File: config.mk
export PLATFORM = sky130hd
export DESIGN_NAME = counter_monitor_16
export DESIGN_NICKNAME = d
export VERILOG_FILES = /design/src/rtl/counter_monitor_16.sv
export SDC_FILE = /design/constraint.sdc
export NUM_CORES = 1
export LEC_CHECK = 0
export ABC_AREA = 1
export ABC_CLOCK_PERIOD_IN_PS = 5400
export BUFFER_PORTS_ARGS = -buffer_cell sky130_fd_sc_hd__buf_2
export CAP_MARGIN = 20
export CORE_MARGIN = 2
export CORE_UTILIZATION = 45
export CTS_CLUSTER_SIZE = 12
export DETAILED_ROUTE_END_ITERATION = 10
export PLACE_DENSITY = 0.74
export SLEW_MARGIN = 20
export SYNTH_ARGS = -nofsm -noshare
export SYNTH_HDL_FRONTEND = slang
export SYNTH_SLANG_ARGS = --single-unit
File: constraint.sdc
create_clock -name CLK -period 5.4 [get_ports CLK]
set_input_delay 0.81 -clock CLK [delete_from_list [all_inputs] [get_ports CLK]]
set_output_delay 0.81 -clock CLK [all_outputs]
set_load 0.005 [all_outputs]
File: src/rtl/counter_monitor_16.sv
// Scoreboard for a 16-bit up/down/load counter: it predicts the next Q from
// the previous edge's inputs and counts checks, mismatches and RCO-high cycles.
module counter_monitor_16 (
    input  logic        CLK,
    input  logic        RESET,
    input  logic        ENB,
    input  logic [1:0]  MODO,
    input  logic [15:0] D,
    input  logic [15:0] Q,
    input  logic        RCO,
    output logic        ERR,
    output logic [7:0]  ERR_CNT,
    output logic [15:0] CHK_CNT,
    output logic [7:0]  RCO_CNT,
    output logic [1:0]  STATE
);
    typedef enum logic [1:0] {
        IDLE  = 2'b00,
        CHECK = 2'b01,
        FAULT = 2'b10
    } state_t;

    state_t      state;
    logic        h_enb;
    logic [1:0]  h_modo;
    logic [15:0] h_d;
    logic [15:0] h_q;
    logic [15:0] expected;
    logic        mismatch;

    // Prediction is relative to the Q actually seen last edge, so one glitch
    // is reported once rather than on every following cycle.
    always_comb begin
        expected = h_q;
        if (h_enb) begin
            case (h_modo)
                2'b00:   expected = h_q + 16'd1;
                2'b01:   expected = h_q - 16'd1;
                2'b10:   expected = h_q - 16'd3;
                default: expected = h_d;
            endcase
        end
        mismatch = (Q != expected);
    end

    always_ff @(posedge CLK) begin
        if (RESET) begin
            state   <= IDLE;
            ERR     <= 1'b0;
            ERR_CNT <= 8'h00;
            CHK_CNT <= 16'h0000;
            RCO_CNT <= 8'h00;
            h_enb   <= 1'b0;
            h_modo  <= 2'b00;
            h_d     <= 16'h0000;
            h_q     <= 16'h0000;
        end else begin
            h_enb  <= ENB;
            h_modo <= MODO;
            h_d    <= D;
            h_q    <= Q;
            if (RCO && RCO_CNT != 8'hFF)
                RCO_CNT <= RCO_CNT + 8'd1;
            case (state)
                IDLE: begin
                    // Arm on an enabled load: only then is Q known to follow D.
                    if (ENB && MODO == 2'b11)
                        state <= CHECK;
                end
                CHECK, FAULT: begin
                    if (CHK_CNT != 16'hFFFF)
                        CHK_CNT <= CHK_CNT + 16'd1;
                    if (mismatch) begin
                        ERR   <= 1'b1;
                        state <= FAULT;
                        if (ERR_CNT != 8'hFF)
                            ERR_CNT <= ERR_CNT + 8'd1;
                    end
                end
                default: state <= IDLE;
            endcase
        end
    end

    assign STATE = state;

endmodule
==> results.md, run 1 <==
* Outcome: finished clean
* Layout area overhead at 15.3%
* Nets at about 810
* Io pins at 73
* Starting density of the core at ~47%
* Share of layout cells above drive strength 1 at between 10% and 20%
* Core Box Area at 0.00933 mm²
* Power Total at about 1.5 mW
* HP Class: reg2reg
* Setup crit end kind: flop
* Synthesized area per cell at approximately 6.4 µm²
* Main synth FF type: dfxtp_1
* PwrDens at between 200 and 300 mW/mm²
* Placer Congestion at around 0.92
* Synth cell types at 37
* CTS sink count at 70
* Final hold vios at 0
* CP required at 5650 ps
* Final setup fails at 0
* CTS max path bufs at 2
* Max-cap violation count at 0
* Resize count post-CTS at 0
* Largest net degree at the start of global routing at between 40 and 50
* Synthesized flop and latch total at 70
* Wire per inst at roughly 12 µm
* First-pass iteration count of the detailed router at 4
* Die width at approximately 100 µm
* Period utilization at a little over three fifths
* Fin. max-slew vios at 0
* Rows at 35
* CP Max Fanout at 16
* FFs w/ async S/R, synth at 0%
* Total congestion overflow at 0
* Global Route Usage Sum at a little over a fifth
* Mapped Cells at between 600 and 700
* Final antenna-violating net count at 0
* 1st-iter DRT viols at between 200 and 250
* CTS Hold Bufs at 0
* Mapped Area at 0.00435 mm²
* Setup TNS at 0 ps
* DP Wirelength at approximately 8.1 mm
* Postcts setup bufs at 0
* Startpoint types: flop
* EDFF count, synth at 0
* Initial antenna violation count at 0
* Net count after synthesis at about 740
* PortBufs at 72
* Slew headroom at slightly below 40%
* TritonCTS clock tree: built
* Die Y at around 100 µm
* Number of diodes at 0
* Area occupied by multi-input gates at 0.00243 mm²
* Vias in the first global route at between 4,000 and 5,000
* Crit path kind: reg2reg
* DP Area at about 0.0048 mm²
* Layout Skew at roughly 8.5 ps
* Leakage at around 2.6 nW
* Die ar. at around 0.010 mm²
* Fill cells at approximately 920
* CTS H-tree lvls at 3
* Detailed Route WL at around 11 mm
* Clock Latency Late Sink at 350 ps
* Final Cell Area at 0.00502 mm²
* Synthesis Warnings at 0
* DRC violations left at 0
* Via count at between 4,000 and 5,000
* Root buffer cell: clkbuf_8
* Peak supply drop at 0.216 mV
* Minimum clock period at 3420 ps
* Arr. time, crit path at between 3000 and 4000 ps
* Mean number of vias per cell at roughly 4.9
* Worst slew pin tran at 920 ps
* Highest clock rate at between 0.2 and 0.3 GHz
* Register Area at between 0.001 and 0.0015 mm²
* CTS Buf Count at 9
* Clk slew on worst S/H paths at 80 ps
* Post-layout util at between 50% and 60%
* RSZ-0062 raised after global routing: false
* Sequential area share after synthesis at 32.2%
* First-pass GRT wire length at ~18 mm
## registers in the layout (all words and copies together), names as in the netlist
name and count:
CHK_CNT 16, h_d 16, h_q 16, ERR_CNT 8, RCO_CNT 8, STATE 2
h_modo 2, ERR 1, h_enb 1
## cell families after synthesis
group                      synth area share (%)
DFF                                        32.2
buffers and inverters                      12.0
xor gates and xnor gates                   2.01
and+or+nand+nor                            37.0
adders and majority gates                  7.36
AOI/OAI and AO/OA                          9.40
## critical path: stages, from the launching register on
cell and delay (ps):
dfxtp_1 340, inv_1 50, ha_1 290, inv_1 460, ha_1 410, or2_2 300
nand3_1 80, nand2_1 70, o21ai_0 90, xor2_1 100, nor3b_1 210, nand3_1 140
nor2_2 250, nand3_4 160, nand3_4 170, nand2_1 70, nand2_1 60, nor2_1 50
## worst paths after layout
path / endpoint / startpoint / cells after the start / slack [ps]
max: ERR_CNT[7] / h_modo[1] / 17 / 1980
min: STATE[0] / STATE[0] / 2 / 490
max reg2reg: ERR_CNT[7] / h_modo[1] / 17 / 1980
min reg2reg: STATE[0] / STATE[0] / 2 / 490
## synthesized netlist by cell type, drive strengths merged, types with 8 or more instances
library cell  number  share of area (%)
nand2            181                 16
inv              119                 10
nor2              76                6.9
dfxtp             70                 32
nand3             60                7.5
a21oi             45                5.4
ha                24                6.9
o21ai             22                2.5
or2               15                2.2
nor3              10                1.2
xor2              10                2.0
nand4              9                1.3
clkbuf             8               0.69
## where the power goes
group          switching [mW]  internal, mW  leakage, nW
registers              0.0393         0.562        0.576
clock network           0.213         0.261        0.106
logic                   0.259         0.157         1.97
## per-layer routing
layer / vias to the layer above / GRT usage [%] / routed length, µm
met5: - / 0 / 0
met4: 0 / 6.67 / 127
met3: 12 / 4.86 / 621
met2: 108 / 37.2 / 5110
met1: 1966 / 26.6 / 4760
li1: 2267 / - / -
## through the flow
step           hold slack [ps]  setup WS, ps  cells
2_1_floorplan              460          2550    678
3_3_place_gp               462          2150    864
3_5_place_dp               473          2010    864
4_1_cts                    487          1990    880
5_1_grt                    529          1580    880
6_report                   490          1980    880
## cells in the final DEF (no fill, tap or decap), drive strengths merged, types with 9 or more instances in the layout
cell / instances
a21oi: 45
buf: 72
clkbuf: 9
dfxtp: 70
ha: 24
inv: 120
nand2: 181
nand3: 60
nand4: 9
nor2: 76
nor3: 10
o21ai: 22
or2: 15
xor2: 10
## layout make-up
class | count | share of cell area [%]
Multi-Input combinational cell | 474 | 48.4
Sequential cell | 70 | 27.9
Inverter | 119 | 8.90
Timing Repair Buffer | 72 | 7.18
Tap cell | 129 | 3.22
Clock buffer | 9 | 2.47
Clock inverter | 7 | 1.94
(Power assumes the default switching activity.)
==> run 2: changes to the inputs <==
--- a/config.mk
+++ b/config.mk
@@ -6,14 +6,14 @@
 export NUM_CORES = 1
 export LEC_CHECK = 0
 export ABC_AREA = 1
-export ABC_CLOCK_PERIOD_IN_PS = 5400
+export ABC_CLOCK_PERIOD_IN_PS = 2800
 export BUFFER_PORTS_ARGS = -buffer_cell sky130_fd_sc_hd__buf_2
 export CAP_MARGIN = 20
 export CORE_MARGIN = 2
 export CORE_UTILIZATION = 45
 export CTS_CLUSTER_SIZE = 12
 export DETAILED_ROUTE_END_ITERATION = 10
-export PLACE_DENSITY = 0.74
+export PLACE_DENSITY = 0.77
 export SLEW_MARGIN = 20
 export SYNTH_ARGS = -nofsm -noshare
 export SYNTH_HDL_FRONTEND = slang
==> constraint.sdc (replaced) <==
create_clock -name CLK -period 2.8 [get_ports CLK]
set_input_delay 0.42 -clock CLK [delete_from_list [all_inputs] [get_ports CLK]]
set_output_delay 0.42 -clock CLK [all_outputs]
set_load 0.005 [all_outputs]
==> results.md, run 2 (synthesis results as in run 1) <==
* CP required at 3100 ps (was 5650 ps)
* Worst R2R End: ERR_CNT[6] (was ERR_CNT[7])
* Global Route Usage Sum at 23.7% (was 21.5%)
* Slew headroom at 57.3% (was 38.7%)
* Core Box Area at 0.00933 mm² (unchanged)
* Mean number of vias per cell at 5.08 (was 4.95)
* Die ar. at 0.0105 mm² (unchanged)
* Period utilization at 104% (was 63.3%)
* Nets at 836 (was 809)
* TritonCTS clock tree: built (unchanged)
* Root buffer cell: clkbuf_8 (unchanged)
* Final Cell Area at 0.00556 mm² (was 0.00502 mm²)
* Layout Skew at 14.9 ps (was 8.54 ps)
* Post-layout util at 59.6% (was 53.8%)
* Arr. time, crit path at 3210 ps (was 3660 ps)
* PortBufs at 72 (unchanged)
* Worst path slowest cell: dfxtp_2 (was inv_1)
* Outcome: finished, violations left (was finished clean)
* Io pins at 73 (unchanged)
* Number of diodes at 0 (unchanged)
* Commonest non-fill, non-tap cell in the layout: nand2_1 (unchanged)
* CP Max Fanout at 10 (was 16)
* Die Y at 102 µm (unchanged)
* Die width at 102 µm (unchanged)
* Total congestion overflow at 0 (unchanged)
* First-pass iteration count of the detailed router at 5 (was 4)
* Dpl ws at -333 ps (was 2010 ps)
* Placer Congestion at 0.951 (was 0.924)
* Worst hold margin at 254 ps (was 490 ps)
* Fin. max-slew vios at 0 (unchanged)
* Worst r2r path cells at 23 (was 17)
* Reg-to-Reg Start: h_modo[1] (unchanged)
* Placed cell count at 888 (was 864)
* Wire per inst at 13.0 µm (was 12.1 µm)
* Layout area overhead at 27.8% (was 15.3%)
* Worst Setup EP: ERR_CNT[6] (was ERR_CNT[7])
* Most frequent cells in the layout: nand2_1 (160), inv_1 (111), buf_2 (72) (was nand2_1 (175), inv_1 (112), nor2_1 (72), buf_2 (72), dfxtp_1 (70))
* DRC violations left at 0 (unchanged)
* CTS Hold Bufs at 0 (unchanged)
* Failing checks: negative setup slack
* Highest clock rate at 0.343 GHz (was 0.293 GHz)
* Vias in the first global route at 4,372 (was 4,046)
* Detailed Route WL at 11.8 mm (was 10.6 mm)
* Share of layout cells above drive strength 1 at 25.6% (was 16.6%)
* Worst slew pin tran at 640 ps (was 920 ps)
* PwrDens at 563 mW/mm² (was 297 mW/mm²)
* CTS sink count at 70 (unchanged)
* Fill cells at 831 (was 916)
* Worst path max stage delay at 330 ps (was 460 ps)
* Final hold vios at 0 (unchanged)
* Critical path, cell by cell: inv_1, ha_4, inv_8, buf_12, ha_1, nand2_2, buf_4, nor2_4, and2_4, nand2_2, nand2_1, nand2_1, nand3_1, nand2_2, nand2_2, nand2_1, nand2_1, nand2_2, nor2_4, nand3_4, nand3_2, nand2_2, a21oi_2 (was inv_1, ha_1, inv_1, ha_1, or2_2, nand3_1, nand2_1, o21ai_0, xor2_1, nor3b_1, nand3_1, nor2_2, nand3_4, nand3_4, nand2_1, nand2_1, nor2_1)
* RSZ-0062 raised after global routing: true (was false)
* Clock Latency Late Sink at 370 ps (was 350 ps)
* Rows at 35 (unchanged)
* HP Class: in2reg (was reg2reg)
* Final setup fails at 9 (was 0)
* 1st-iter DRT viols at 216 (was 233)
* Setup crit end kind: flop (unchanged)
* First-pass GRT wire length at 19.5 mm (was 17.9 mm)
* Minimum clock period at 2920 ps (was 3420 ps)
* Cell repeated most along the worst path: nand2_2 (was nand2_1)
* Startpoint types: flop (unchanged)
* Final antenna-violating net count at 0 (unchanged)
* Final cell count without fillers at 907 (was 880)
* Setup TNS at -825 ps (was 0 ps)
* Largest net degree at the start of global routing at 48 (was 49)
* DP Area at 0.00498 mm² (was 0.00480 mm²)
* CTS Buf Count at 9 (unchanged)
* Peak supply drop at 0.366 mV (was 0.216 mV)
* Power Total at 3.13 mW (was 1.49 mW)
* Crit path kind: reg2reg (unchanged)
* CTS max path bufs at 2 (unchanged)
* Final worst slack at -118 ps (was 1980 ps)
* Crit path launch: h_modo[1] (unchanged)
* Initial antenna violation count at 0 (unchanged)
* Starting density of the core at 46.7% (unchanged)
* DP Wirelength at 8.23 mm (was 8.10 mm)
* Regs by FF count: CHK_CNT x16, h_d x16, h_q x16 (unchanged)
* R2R Setup Slk at -120 ps (was 1980 ps)
* CTS H-tree lvls at 3 (unchanged)
* Max-cap violation count at 0 (unchanged)
* Via count at 4,612 (was 4,353)
* Clk slew on worst S/H paths at 80 ps (about the same)
* Leakage at 2.81 nW (was 2.65 nW)
## run 2: changes by cell type in the layout (fill, tap and decap cells not counted), moves of 3 or more
cell	previous run	this run
nor2_4	1	6
nand3_2	0	3
nor2_1	72	67
buf_4	0	25
ha_1	24	10
ha_4	0	14
nand2_2	6	19
a21oi_1	42	36
nand2_1	175	160
a21oi_2	3	9
## run 2: critical path, delay by kind of cell (launching register included)
kind	cells	cell delay [ps]
and+or+nand+nor	16	1440
adders and majority gates	2	580
buffers and inverters	4	410
DFF	1	330
AOI/OAI and AO/OA	1	110
## run 2: power breakdown
part / internal [mW] / total (mW) / switching (mW)
combinational: 0.428 / 1.01 / 0.584
clock: 0.514 / 0.956 / 0.442
sequential: 1.08 / 1.16 / 0.0781
## run 2: cell type report
type / count / area (µm²) / area share, %
clock buffers: 9 / 124 / 2.23
clock inverters: 7 / 105 / 1.89
inverters: 119 / 454 / 8.17
multi-input cells: 475 / 2750 / 49.4
flip-flops and latches: 70 / 1400 / 25.2
well taps: 129 / 161 / 2.90
repair buffers: 98 / 568 / 10.2
## run 2: repair_timing
| action | in CTS | in global routing |
|---|---|---|
| setup buffers | 1 | 1 |
| setup endpoints to repair | 11 | 11 |
| pin swaps | 16 | 10 |
| gates resized for setup | 41 | 20 |
| gates cloned | 1 | 0 |
## run 2: routing by layer
metal | GRT usage (%) | up-vias | wire length (µm)
met4 | 11.7 | 0 | 396
li1 | - | 2316 | -
met1 | 27.1 | 2120 | 4940
met3 | 6.57 | 33 | 734
met2 | 40.9 | 143 | 5730
met5 | 0 | - | 0
## run 2: worst min path at each step
stage	from	endpoint	slack, ps	cells after the start
floorplan	ERR	ERR	460	2
global placement	ERR	ERR	450	2
detailed placement	STATE[1]	STATE[1]	470	2
finish	D[0]	h_d[0]	250	3
global route	D[0]	h_d[0]	240	3
CTS	D[0]	h_d[0]	250	3
==> run 3: changes to the inputs <==
--- a/config.mk
+++ b/config.mk
@@ -13,7 +13,8 @@
 export CORE_UTILIZATION = 45
 export CTS_CLUSTER_SIZE = 12
 export DETAILED_ROUTE_END_ITERATION = 10
-export PLACE_DENSITY = 0.77
+export MAX_ROUTING_LAYER = met4
+export PLACE_DENSITY = 0.69
 export SLEW_MARGIN = 20
 export SYNTH_ARGS = -nofsm -noshare
 export SYNTH_HDL_FRONTEND = slang
==> results.md, run 3 (synthesis results as in run 1) <==
* DP Wirelength at 8.52 mm (was 8.23 mm)
* Largest net degree at the start of global routing at 48 (unchanged)
* Fin. max-slew vios at 0 (unchanged)
* Arr. time, crit path at 3160 ps (was 3210 ps)
* Worst r2r path cells at 22 (was 23)
* Crit path kind: reg2reg (unchanged)
* Slew headroom at 56.1% (was 57.3%)
* DP Area at 0.00498 mm² (about the same)
* Final Cell Area at 0.00572 mm² (was 0.00556 mm²)
* Via count at 4,593 (was 4,612)
* Layout Skew at 6.85 ps (was 14.9 ps)
* CP Max Fanout at 8 (was 10)
* First-pass iteration count of the detailed router at 4 (was 5)
* Power Total at 3.07 mW (was 3.13 mW)
* Regs by FF count: CHK_CNT x16, h_d x16, h_q x16 (unchanged)
* CTS sink count at 70 (unchanged)
* Net Sw Power at 1.10 mW (about the same)
* Placed cell count at 887 (was 888)
* Period utilization at 105% (was 104%)
* Worst slew pin tran at 658 ps (was 640 ps)
* Core Box Area at 0.00933 mm² (unchanged)
* Peak supply drop at 0.403 mV (was 0.366 mV)
* Failing checks: negative setup slack (unchanged)
* Outcome: finished, violations left (unchanged)
* Setup TNS at -1020 ps (was -825 ps)
* Clk slew on worst S/H paths at 80 ps (about the same)
* Io pins at 73 (unchanged)
* Nets at 841 (was 836)
* Worst hold path depth at 3 (unchanged)
* TritonCTS clock tree: built (unchanged)
* Highest clock rate at 0.340 GHz (was 0.343 GHz)
* Dpl ws at -354 ps (was -333 ps)
* Final hold vios at 0 (unchanged)
* Initial antenna violation count at 0 (unchanged)
* Final cell count without fillers at 911 (was 907)
* Startpoint types: flop (unchanged)
* DRC violations left at 0 (unchanged)
* Most frequent cells in the layout: nand2_1 (150), inv_1 (108), buf_2 (72) (was nand2_1 (160), inv_1 (111), buf_2 (72))
* PortBufs at 72 (unchanged)
* Rows at 35 (unchanged)
* Share of layout cells above drive strength 1 at 29.2% (was 25.6%)
* Die Y at 102 µm (unchanged)
* Max-cap violation count at 0 (unchanged)
* HP Class: in2reg (unchanged)
* 1st-iter DRT viols at 205 (was 216)
* Die ar. at 0.0105 mm² (unchanged)
* Clock share of power at 27.3% (was 30.5%)
* CTS H-tree lvls at 3 (unchanged)
* Leakage at 2.85 nW (was 2.81 nW)
* Sequential share of power at 37.9% (was 37.1%)
* Root buffer cell: clkbuf_8 (unchanged)
* Starting density of the core at 46.7% (unchanged)
* Vias in the first global route at 4,373 (was 4,372)
* Sw Share at 35.8% (was 35.3%)
* PwrDens at 537 mW/mm² (was 563 mW/mm²)
* Clock Latency Late Sink at 340 ps (was 370 ps)
* Global Route Usage Sum at 24.3% (was 23.7%)
* First-pass GRT wire length at 19.6 mm (was 19.5 mm)
* Placer Congestion at 0.987 (was 0.951)
* Mean number of vias per cell at 5.04 (was 5.08)
* Wire per inst at 13.2 µm (was 13.0 µm)
* Total congestion overflow at 0 (unchanged)
* Comb power frac at 34.7% (was 32.3%)
* RSZ-0062 raised after global routing: true (unchanged)
* Worst hold margin at 274 ps (was 254 ps)
* Minimum clock period at 2940 ps (was 2920 ps)
* Final setup fails at 11 (was 9)
* Commonest non-fill, non-tap cell in the layout: nand2_1 (unchanged)
* P_int at 1.97 mW (was 2.02 mW)
* Die width at 102 µm (unchanged)
* Detailed Route WL at 12.0 mm (was 11.8 mm)
* CTS max path bufs at 2 (unchanged)
* Final worst slack at -141 ps (was -118 ps)
* Fill cells at 849 (was 831)
* CTS Buf Count at 9 (unchanged)
* Final antenna-violating net count at 0 (unchanged)
* CP required at 3020 ps (was 3100 ps)
* Setup crit end kind: flop (unchanged)
* Number of diodes at 0 (unchanged)
* Post-layout util at 61.3% (was 59.6%)
* Layout area overhead at 31.4% (was 27.8%)
==> run 3: cell types whose count changed in the layout (fill, tap and decap cells not counted), sizes merged <==
cell    change
clkinv      +1
clkbuf      +1
bufinv      -1
inv         -2
buf         +5
==> run 3: cell type report <==
| type | count | area [µm²] | area share [%] |
|---|---|---|---|
| clock buffers | 10 | 138 | 2.41 |
| clock inverters | 5 | 60.1 | 1.05 |
| inverters | 119 | 454 | 7.94 |
| multi-input cells | 475 | 2880 | 50.4 |
| flip-flops and latches | 70 | 1400 | 24.6 |
| well taps | 129 | 161 | 2.82 |
| repair buffers | 103 | 618 | 10.8 |
==> run 3: power groups by stage <==
| stage | registers, mW | logic, mW | clock network [mW] |
|---|---|---|---|
| after global routing | 1.18 | 1.19 | 0.888 |
| final | 1.16 | 1.07 | 0.839 |
| after CTS | 1.16 | 1.00 | 0.854 |
| after floorplan | 1.17 | 0.601 | 0 |
| after detailed placement | 1.18 | 0.873 | 0 |
| after global placement | 1.17 | 0.841 | 0 |
==> run 3: routing by layer <==
layer	global-route usage, %	part of all wire [%]	vias to the layer above
met5	-	0	-
met4	8.41	2.9	0
met3	3.83	4.4	31
met2	41.4	48	129
met1	29.1	45	2104
li1	-	-	2329
==> run 3: path summary, 6_finish.rpt <==
| kind | from | endpoint | slack (ps) |
|---|---|---|---|
| min | D[14] | h_d[14] | 270 |
| max | h_modo[1] | ERR_CNT[6] | -140 |
| min reg2reg | CHK_CNT[15] | CHK_CNT[15] | 480 |
| max reg2reg | h_modo[1] | ERR_CNT[6] | -140 |
==> run 3: timing repair <==
action / CTS / global route
cloned: 1 / 0
setup buffers: 3 / 5
pin swaps: 19 / 23
hold buffers: 0 / 0
endpoints found under the setup margin: 11 / 11
hold endpoints to repair: 0 / 0
resized for setup: 67 / 27
==> run 3: critical path, stage by stage (launching register included) <==
cell and delay, ps:
dfxtp_2 330, inv_2 40, ha_4 290, inv_8 70
buf_12 150, ha_4 240, nand2_1 70, nand2_1 110
inv_1 120, nand2_1 120, a21oi_2 170, nand3_1 100
nand3_2 90, nand2_2 60, nand2_1 60, nand2_1 50
nand2_1 80, nand2_2 70, nor2_4 130, nand3_4 150
buf_4 170, nand4_1 80, a21oi_2 70
